===== config.mk =====
export PLATFORM = sky130hd
export DESIGN_NAME = fwd_hazard_ctrl
export DESIGN_NICKNAME = d
export VERILOG_FILES = /design/src/rtl/fwd_hazard_ctrl.sv
export SDC_FILE = /design/constraint.sdc
export NUM_CORES = 1
export LEC_CHECK = 0
export CELL_PAD_IN_SITES_DETAIL_PLACEMENT = 0
export CELL_PAD_IN_SITES_GLOBAL_PLACEMENT = 1
export CORE_UTILIZATION = 38
export DETAILED_ROUTE_END_ITERATION = 12
export PLACE_DENSITY = 0.85
export SLEW_MARGIN = 20
export SYNTH_ARGS = -nofsm -noshare
export SYNTH_HDL_FRONTEND = slang
export SYNTH_SLANG_ARGS = --single-unit

===== constraint.sdc =====
create_clock -name clk -period 9 [get_ports clk]
set_input_delay 1.35 -clock clk [delete_from_list [all_inputs] [get_ports clk]]
set_output_delay 1.35 -clock clk [all_outputs]
set_load 0.005 [all_outputs]

===== src/rtl/fwd_hazard_ctrl.sv =====
// Forwarding-select and load-use hazard unit with its own EX/MEM/WB tag pipeline; selects are registered one cycle.
// Backpressure: a combinational stall holds PC and IF/ID while EX takes bubbles, until the load result can be forwarded.
module fwd_hazard_ctrl #(
    parameter int REG_AW   = 5,
    parameter int NUM_SRC  = 2,
    parameter int LOAD_LAT = 1,
    parameter int CNT_W    = 16
) (
    input  logic                        clk,
    input  logic                        reset,
    input  logic                        id_valid,
    input  logic [NUM_SRC*REG_AW-1:0]   id_rs,
    input  logic [NUM_SRC-1:0]          id_rs_used,
    input  logic [REG_AW-1:0]           id_rd,
    input  logic                        id_regwrite,
    input  logic                        id_memread,
    input  logic                        flush,
    output logic                        stall,
    output logic [2*NUM_SRC-1:0]        ex_fwd_sel,
    output logic                        ex_valid,
    output logic                        mem_valid,
    output logic                        wb_valid,
    output logic [REG_AW-1:0]           ex_rd,
    output logic [REG_AW-1:0]           mem_rd,
    output logic [REG_AW-1:0]           wb_rd,
    output logic [CNT_W-1:0]            stall_cnt,
    output logic [CNT_W-1:0]            fwd_cnt
);

    logic                   ex_valid_q, ex_valid_d;
    logic                   ex_regwrite_q, ex_regwrite_d;
    logic                   ex_memread_q, ex_memread_d;
    logic [REG_AW-1:0]      ex_rd_q, ex_rd_d;
    logic                   mem_valid_q, mem_regwrite_q, mem_memread_q;
    logic [REG_AW-1:0]      mem_rd_q;
    logic                   wb_valid_q, wb_regwrite_q;
    logic [REG_AW-1:0]      wb_rd_q;
    logic [2*NUM_SRC-1:0]   ex_fwd_sel_q, ex_fwd_sel_d;
    logic [CNT_W-1:0]       stall_cnt_q, stall_cnt_d;
    logic [CNT_W-1:0]       fwd_cnt_q, fwd_cnt_d;

    logic [REG_AW-1:0]      rs_a [NUM_SRC];
    logic [NUM_SRC-1:0]     live, ex_match, mem_match, wb_match;
    logic [2*NUM_SRC-1:0]   sel_raw;
    logic                   load_hit;
    logic                   accept;
    logic [CNT_W:0]         fwd_inc;
    logic [CNT_W:0]         fwd_sum;

    always_comb begin
        sel_raw  = '0;
        load_hit = 1'b0;
        for (int i = 0; i < NUM_SRC; i++) begin
            rs_a[i]      = id_rs[i*REG_AW +: REG_AW];
            live[i]      = id_valid & id_rs_used[i] & (rs_a[i] != '0);
            ex_match[i]  = ex_valid_q & ex_regwrite_q & (ex_rd_q != '0) & (ex_rd_q == rs_a[i]);
            mem_match[i] = mem_valid_q & mem_regwrite_q & (mem_rd_q != '0) & (mem_rd_q == rs_a[i]);
            wb_match[i]  = wb_valid_q & wb_regwrite_q & (wb_rd_q != '0) & (wb_rd_q == rs_a[i]);
            // Youngest producer wins; WB value is captured in ID as a write-through.
            if (live[i]) begin
                if (ex_match[i])       sel_raw[2*i +: 2] = 2'b10;
                else if (mem_match[i]) sel_raw[2*i +: 2] = 2'b01;
                else if (wb_match[i])  sel_raw[2*i +: 2] = 2'b11;
                else                   sel_raw[2*i +: 2] = 2'b00;
            end
            if (live[i] & ex_match[i] & ex_memread_q) load_hit = 1'b1;
            if ((LOAD_LAT == 2) && live[i] && mem_match[i] && mem_memread_q) load_hit = 1'b1;
        end
    end

    assign stall  = load_hit & ~flush & ~reset;
    assign accept = id_valid & ~stall & ~flush;

    always_comb begin
        ex_valid_d    = 1'b0;
        ex_regwrite_d = 1'b0;
        ex_memread_d  = 1'b0;
        ex_rd_d       = '0;
        ex_fwd_sel_d  = '0;
        if (accept) begin
            ex_valid_d    = 1'b1;
            ex_regwrite_d = id_regwrite;
            ex_memread_d  = id_memread;
            ex_rd_d       = id_rd;
            ex_fwd_sel_d  = sel_raw;
        end
    end

    always_comb begin
        fwd_inc = '0;
        for (int i = 0; i < NUM_SRC; i++) begin
            fwd_inc = fwd_inc + {{CNT_W{1'b0}}, (ex_fwd_sel_d[2*i +: 2] != 2'b00)};
        end
        fwd_sum   = {1'b0, fwd_cnt_q} + fwd_inc;
        fwd_cnt_d = (fwd_sum > {1'b0, {CNT_W{1'b1}}}) ? {CNT_W{1'b1}} : fwd_sum[CNT_W-1:0];
        stall_cnt_d = stall_cnt_q;
        if (stall && (stall_cnt_q != {CNT_W{1'b1}})) stall_cnt_d = stall_cnt_q + CNT_W'(1);
    end

    always_ff @(posedge clk) begin
        if (reset) begin
            ex_valid_q     <= 1'b0;
            ex_regwrite_q  <= 1'b0;
            ex_memread_q   <= 1'b0;
            ex_rd_q        <= '0;
            mem_valid_q    <= 1'b0;
            mem_regwrite_q <= 1'b0;
            mem_memread_q  <= 1'b0;
            mem_rd_q       <= '0;
            wb_valid_q     <= 1'b0;
            wb_regwrite_q  <= 1'b0;
            wb_rd_q        <= '0;
            ex_fwd_sel_q   <= '0;
            stall_cnt_q    <= '0;
            fwd_cnt_q      <= '0;
        end else begin
            ex_valid_q     <= ex_valid_d;
            ex_regwrite_q  <= ex_regwrite_d;
            ex_memread_q   <= ex_memread_d;
            ex_rd_q        <= ex_rd_d;
            mem_valid_q    <= ex_valid_q;
            mem_regwrite_q <= ex_regwrite_q;
            mem_memread_q  <= ex_memread_q;
            mem_rd_q       <= ex_rd_q;
            wb_valid_q     <= mem_valid_q;
            wb_regwrite_q  <= mem_regwrite_q;
            wb_rd_q        <= mem_rd_q;
            ex_fwd_sel_q   <= ex_fwd_sel_d;
            stall_cnt_q    <= stall_cnt_d;
            fwd_cnt_q      <= fwd_cnt_d;
        end
    end

    assign ex_fwd_sel = ex_fwd_sel_q;
    assign ex_valid   = ex_valid_q;
    assign mem_valid  = mem_valid_q;
    assign wb_valid   = wb_valid_q;
    assign ex_rd      = ex_rd_q;
    assign mem_rd     = mem_rd_q;
    assign wb_rd      = wb_rd_q;
    assign stall_cnt  = stall_cnt_q;
    assign fwd_cnt    = fwd_cnt_q;

endmodule


# Yosys cells after proc, flatten, opt, wreduce, memory -nomap -nowiden
# Cells that the tools add are included.
dict set report op_classes {
  n_lt_le_gt_ge 1
  n_addsub 3
  mux 13
  eq_ne 7
  n_reduce_logical 9
  n_bitwise 28
}
# op n
set op_table {}
lappend op_table {{$eq 5x5->1} 6}
lappend op_table {{$reduce_bool 5->1} 5}
lappend op_table {{$and 1x1->1} 24}
lappend op_table {{$add 16x2->17} 1}
lappend op_table {{$gt 17x16->1 const B} 1}
lappend op_table {{$add 16x1->16 const B} 1}
lappend op_table {{$mux 16} 1}
lappend op_table {{$mux 2} 8}
lappend op_table {{$ne 16x16->1 const B} 1}
lappend op_table {{$mux 4} 1}
lappend op_table {{$not 1->1} 4}
lappend op_table {{$reduce_bool 2->1} 2}
lappend op_table {{$mux 1} 3}
lappend op_table {{$add 1x1->2} 1}
lappend op_table {{$reduce_or 2->1} 1}
lappend op_table {{$logic_and 1x1->1} 1}
dict set report word_totals {
  ff_bits 58
  inputBits 23
}

# Logic depth before layout (Yosys ltp)
dict set report logic_depth {
  word_depth 18
  depth_mapped 16
}

# Worst setup path after synthesis
# No wires, ideal clock.
dict set report synth_path {
  kind {input-to-reg}
  startpoint {input id_rs[1]}
  endpoint {register fwd_cnt_q[3], in the netlist fwd_cnt[3]}
  setup_slack_ns 4.612
  n_path_buf 2
  arrival_ns 4.317
  stages 15
  setup_time_ns 0.070
  required_ns 8.930
  cell_sequence {or4_4 o211ai_4 nor4b_1 a32oi_2 buf_6 nand2_1 nor3_1 fa_1 ha_1 nand3_1 nor2_1 and2_1 nand4_1 clkbuf_1 a21oi_1}
}
dict set report synth_via {
  elab_chain_len 17
}
# element line
set synth_rtl {}
lappend synth_rtl {{from (decl)} 12} ;# input logic [NUM_SRC*REG_AW-1:0] id_rs,
lappend synth_rtl {{$eq 5x5->1 or $reduce_bool 5->1 (tied branches)} {56, 55}}
lappend synth_rtl {{$and 1x1->1 (on tied branches)} {56, 55}}
lappend synth_rtl {{$and 1x1->1 (2 in series)} 66} ;# if (live[i] & ex_match[i] & ex_memread_q) load_hit = 1'b1;
lappend synth_rtl {{$mux 1 (2 in series)} 66}
lappend synth_rtl {{$and 1x1->1 (2 in series)} 71} ;# assign stall = load_hit & ~flush & ~reset;
lappend synth_rtl {{$not 1->1} 72} ;# assign accept = id_valid & ~stall & ~flush;
lappend synth_rtl {{$and 1x1->1 (2 in series)} 72}
lappend synth_rtl {{$mux 4 (*)} 80} ;# if (accept) begin
lappend synth_rtl {{$reduce_bool 2->1} 92} ;# fwd_inc = fwd_inc + {{CNT_W{1'b0}}, (ex_fwd_sel_d[2*i +: 2] != 2'b00)};
lappend synth_rtl {{$add 1x1->2 (*)} 92}
lappend synth_rtl {{$add 16x2->17 (*)} 94} ;# fwd_sum = {1'b0, fwd_cnt_q} + fwd_inc;
lappend synth_rtl {{$gt 17x16->1} 95} ;# fwd_cnt_d = (fwd_sum > {1'b0, {CNT_W{1'b1}}}) ? {CNT_W{1'b1}} : fwd_sum[CNT_W-1:0];
lappend synth_rtl {{$mux 16 (*)} 95}
lappend synth_rtl {{to (signal assigned)} 130} ;# fwd_cnt_q <= fwd_cnt_d;
lappend synth_rtl {{to (decl)} 40} ;# logic [CNT_W-1:0] fwd_cnt_q, fwd_cnt_d;
# Every way passes the cells marked *; elsewhere a longest branch is shown, timed or not.
# A chain may end at the register's enable or synchronous reset.

# Worst setup path after layout
dict set report layout_path {
  startpoint {input id_rs[1]}
  endpoint {register fwd_cnt_q[0], in the netlist fwd_cnt[0]}
}
# Same word-level chain as after synthesis.

==> flow_summary.yaml <==
place:
  dpl_cell_area_sq_um: 3690
  gp_congestion: 0.886
  place_hpwl_um: 5170
  dp_slack_ps: 3320
  place.port_buffers: 77
critical_path:
  critPathArrivalTime_ps: 5620
  r2r_end: "fwd_cnt[0]$_SDFF_PP0_"
  r2r_slack_ps: 4800
  startpoint: "id_rs[1]"
  crit_chain: "clkdlybuf4s50_1 -> or4_4 -> o211ai_4 -> nor4b_1 -> a32oi_2 -> nand2_1 -> nor3_1 -> fa_1 -> ha_1 -> nand3_1 -> nor2_1 -> and2_1 -> nand4_1 -> a21oi_1"
  cp.required_ps: 9260
  rr_startpoint: "ex_rd[1]$_SDFF_PP0_"
  critPathMaxFanout: 13
  max_stage_delay_ps: 600
  cp-start-kind: "input pin"
  reg2reg_depth: 13
  cp-end-kind: "flip-flop"
  worst_path_max_delay_cell: "or4_4"
  path_class: "input pin to flip-flop"
clock_network:
  clock_sinks: 58
  postCtsSetupBuffers: 0
  cts_made_buffers: 9
  clkLatencyLatePin_ps: 340
  clkTransAtPathRegs_ps: 60
  cts_htree_levels: 3
  cts_tree: "yes"
  postCtsHoldBufs: 0
  cts-root-buf: "clkbuf_8"
  post_cts_resized: 0
  clockBufferDepth: 2
drt:
  wl_um: 7100
  drt_iter0_drc: 154
  post_drt_wl_per_cell_um: 14.2
  vias: 2568
  detail-route-antenna-nets: 0
  drc: 0
  post_drt_via_cell_ratio: 5.13
  drtPass1Iterations: 4
layout:
  multiInputGateArea_sq_um: 1590
  fin_area_sq_um: 3880
  seqCellArea_sq_um: 1160
  drive_above_1_share_pct: 9.20
  antenna_cells: 0
  fin_nets: 423
  n_fill_cell: 692
  area_growth_pct: 35.2
synthesis:
  ys_types: 45
  synth_edf_count: 0
  postSynth.asyncResetShare_pct: 0
  yosysWarnings: 0
  yosysTopAreaCell: "dfxtp_1"
  synth-seq-cells: 58
  synth_top_area_share_pct: 40.4
  seq_area_frac_synth_pct: 40.4
  synth_cells: 320
  synth_area_leaders: "dfxtp_1, xnor2_1, a21oi_1"
  yosysMostFrequentCell: "dfxtp_1"
  ys.flop_type: "dfxtp_1"
  syn_nets: 346
  netlist_top_cells_count: "dfxtp_1, a21oi_1, xnor2_1, nand3_1, nor2b_1"
  avgSynthCellArea_sq_um: 8.98
  netlist_area_sq_um: 2870
global_routing:
  grt_pass1_wl_um: 11600
  track_usage_pct: 19.5
  antenna_found_initial: 0
  grt_pass1_vias: 2368
  grt_max_degree: 53
  gr-total-overflow: 0
die:
  rows: 31
  die_w_um: 88.9
  dieArea_sq_um: 7910
  start_util_pct: 39.4
  die_h_um: 88.9
  ios: 78
  core_area_sq_um: 7290
sta:
  post-route-min-period_ps: 5360
  rsz0062_at_grt: "false"
  slew_headroom_pct: 37.4
  finalHoldViolations: 0
  max_freq_mhz: 187
  setup_viol: 0
  clock_skew_ps: 6.50
  setup_tns_ps: 0
  fin_crit_sh_pct: 59.5
  setup_ws_ps: 3640
  drv_slew: 0
  tightestPinTransition_ps: 939
min_path:
  min_path_type: "flip-flop to flip-flop"
  hold_start: "ex_regwrite_q$_SDFF_PP0_"
  hold_depth: 1
  whs_endpoint: "mem_regwrite_q$_SDFF_PP0_"
power_and_ir_drop:
  finalPower_uw: 538
  power_density_nw_per_um2: 139
  max-vdd-ir-drop_v: 0.0000666
  power.leakage_nw: 1.32
status:
  status: "finished, final reports clean"
job:
  maxCapViolCount: 0
==> cells by family (layout without fill, tap and decap cells) <==
family	after synthesis	count (layout)	synth area share, %
DFF	58	58	40.4
buffers and inverters	25	107	4.36
adders and majority gates	3	3	1.57
and+or+nand+nor	133	133	27.0
AOI/OAI and AO/OA	55	55	12.0
muxes	5	5	1.87
xor gates and xnor gates	41	41	12.8
==> state kept, by name (all words and copies together) (netlist names) <==
name,count
ex_fwd_sel,4
wb_rd,5
mem_valid,1
fwd_cnt,16
mem_rd,5
wb_regwrite_q,1
wb_valid,1
ex_memread_q,1
ex_regwrite_q,1
ex_rd,5
mem_regwrite_q,1
stall_cnt,16
ex_valid,1
==> placed cells by master, fill, tap and decap left out, types with 2 or more instances in the layout <==
cell / instances
xor2_1: 14
clkinv_2: 3
and2_1: 2
clkbuf_8: 10
nor3b_1: 2
nor4b_1: 2
nor3_2: 2
xnor2_1: 26
inv_1: 14
and3_1: 3
a21oi_1: 27
nand3_1: 19
nand4_1: 8
o21bai_1: 2
nor4_1: 12
nand2_1: 15
clkdlybuf4s50_1: 76
or4_4: 2
nor2b_1: 19
nor2_1: 16
a31oi_1: 3
mux2_2: 3
o21ai_0: 11
ha_1: 2
o211ai_1: 2
nor2_2: 7
or3_1: 8
o31ai_1: 3
mux2i_1: 2
or4_1: 6
dfxtp_1: 58
nor3_1: 6
==> where the power goes <==
| group | switching, mW | internal, mW | total, mW |
|---|---|---|---|
| logic | 0.0189 | 0.0202 | 0.0391 |
| registers | 0.00285 | 0.259 | 0.261 |
| clock network | 0.104 | 0.134 | 0.238 |
==> per-stage QoR <==
step | util (%) | hold slack [ps] | std cells
final | 53.3 | 467 | 501
after global routing | 53.3 | 486 | 501
after CTS | 53.3 | 467 | 501
after detailed placement | 50.6 | 461 | 485
after global placement | 50.6 | 442 | 485
after floorplan | - | 429 | 320
==> worst max-delay path by stage <==
| stage | to | slack [ps] |
|---|---|---|
| floorplan | fwd_cnt[3]$_SDFF_PP0_ | 4610 |
| global placement | fwd_cnt[0]$_SDFF_PP0_ | 3460 |
| detailed placement | fwd_cnt[1]$_SDFF_PP0_ | 3320 |
| CTS | fwd_cnt[1]$_SDFF_PP0_ | 3630 |
| global route | fwd_cnt[2]$_SDFF_PP0_ | 3200 |
| finish | fwd_cnt[0]$_SDFF_PP0_ | 3640 |
==> layer usage <==
metal,global-route usage [%],up-vias,share of wire [%]
li1,-,1287,-
met1,26.2,1174,47
met2,29.7,92,44
met3,4.80,15,6.9
met4,8.80,0,2.4
met5,0,-,0
==> area by class of cell <==
cell class              instances  area share, %
clock buffers                  11           3.64
repair buffers                 77           19.7
inverters                      14           1.35
multi-input cells             237           40.8
clock inverters                 5           1.38
well taps                      99           3.19
flip-flops and latches         58           29.9
==> worst max-delay path: cells and delay by family <==
kind                       cells  cell delay, ps
and+or+nand+nor                8            2290
AOI/OAI and AO/OA              3            1000
buffers and inverters          1             520
adders and majority gates      2             460
Power figures use the tool's default switching activity.
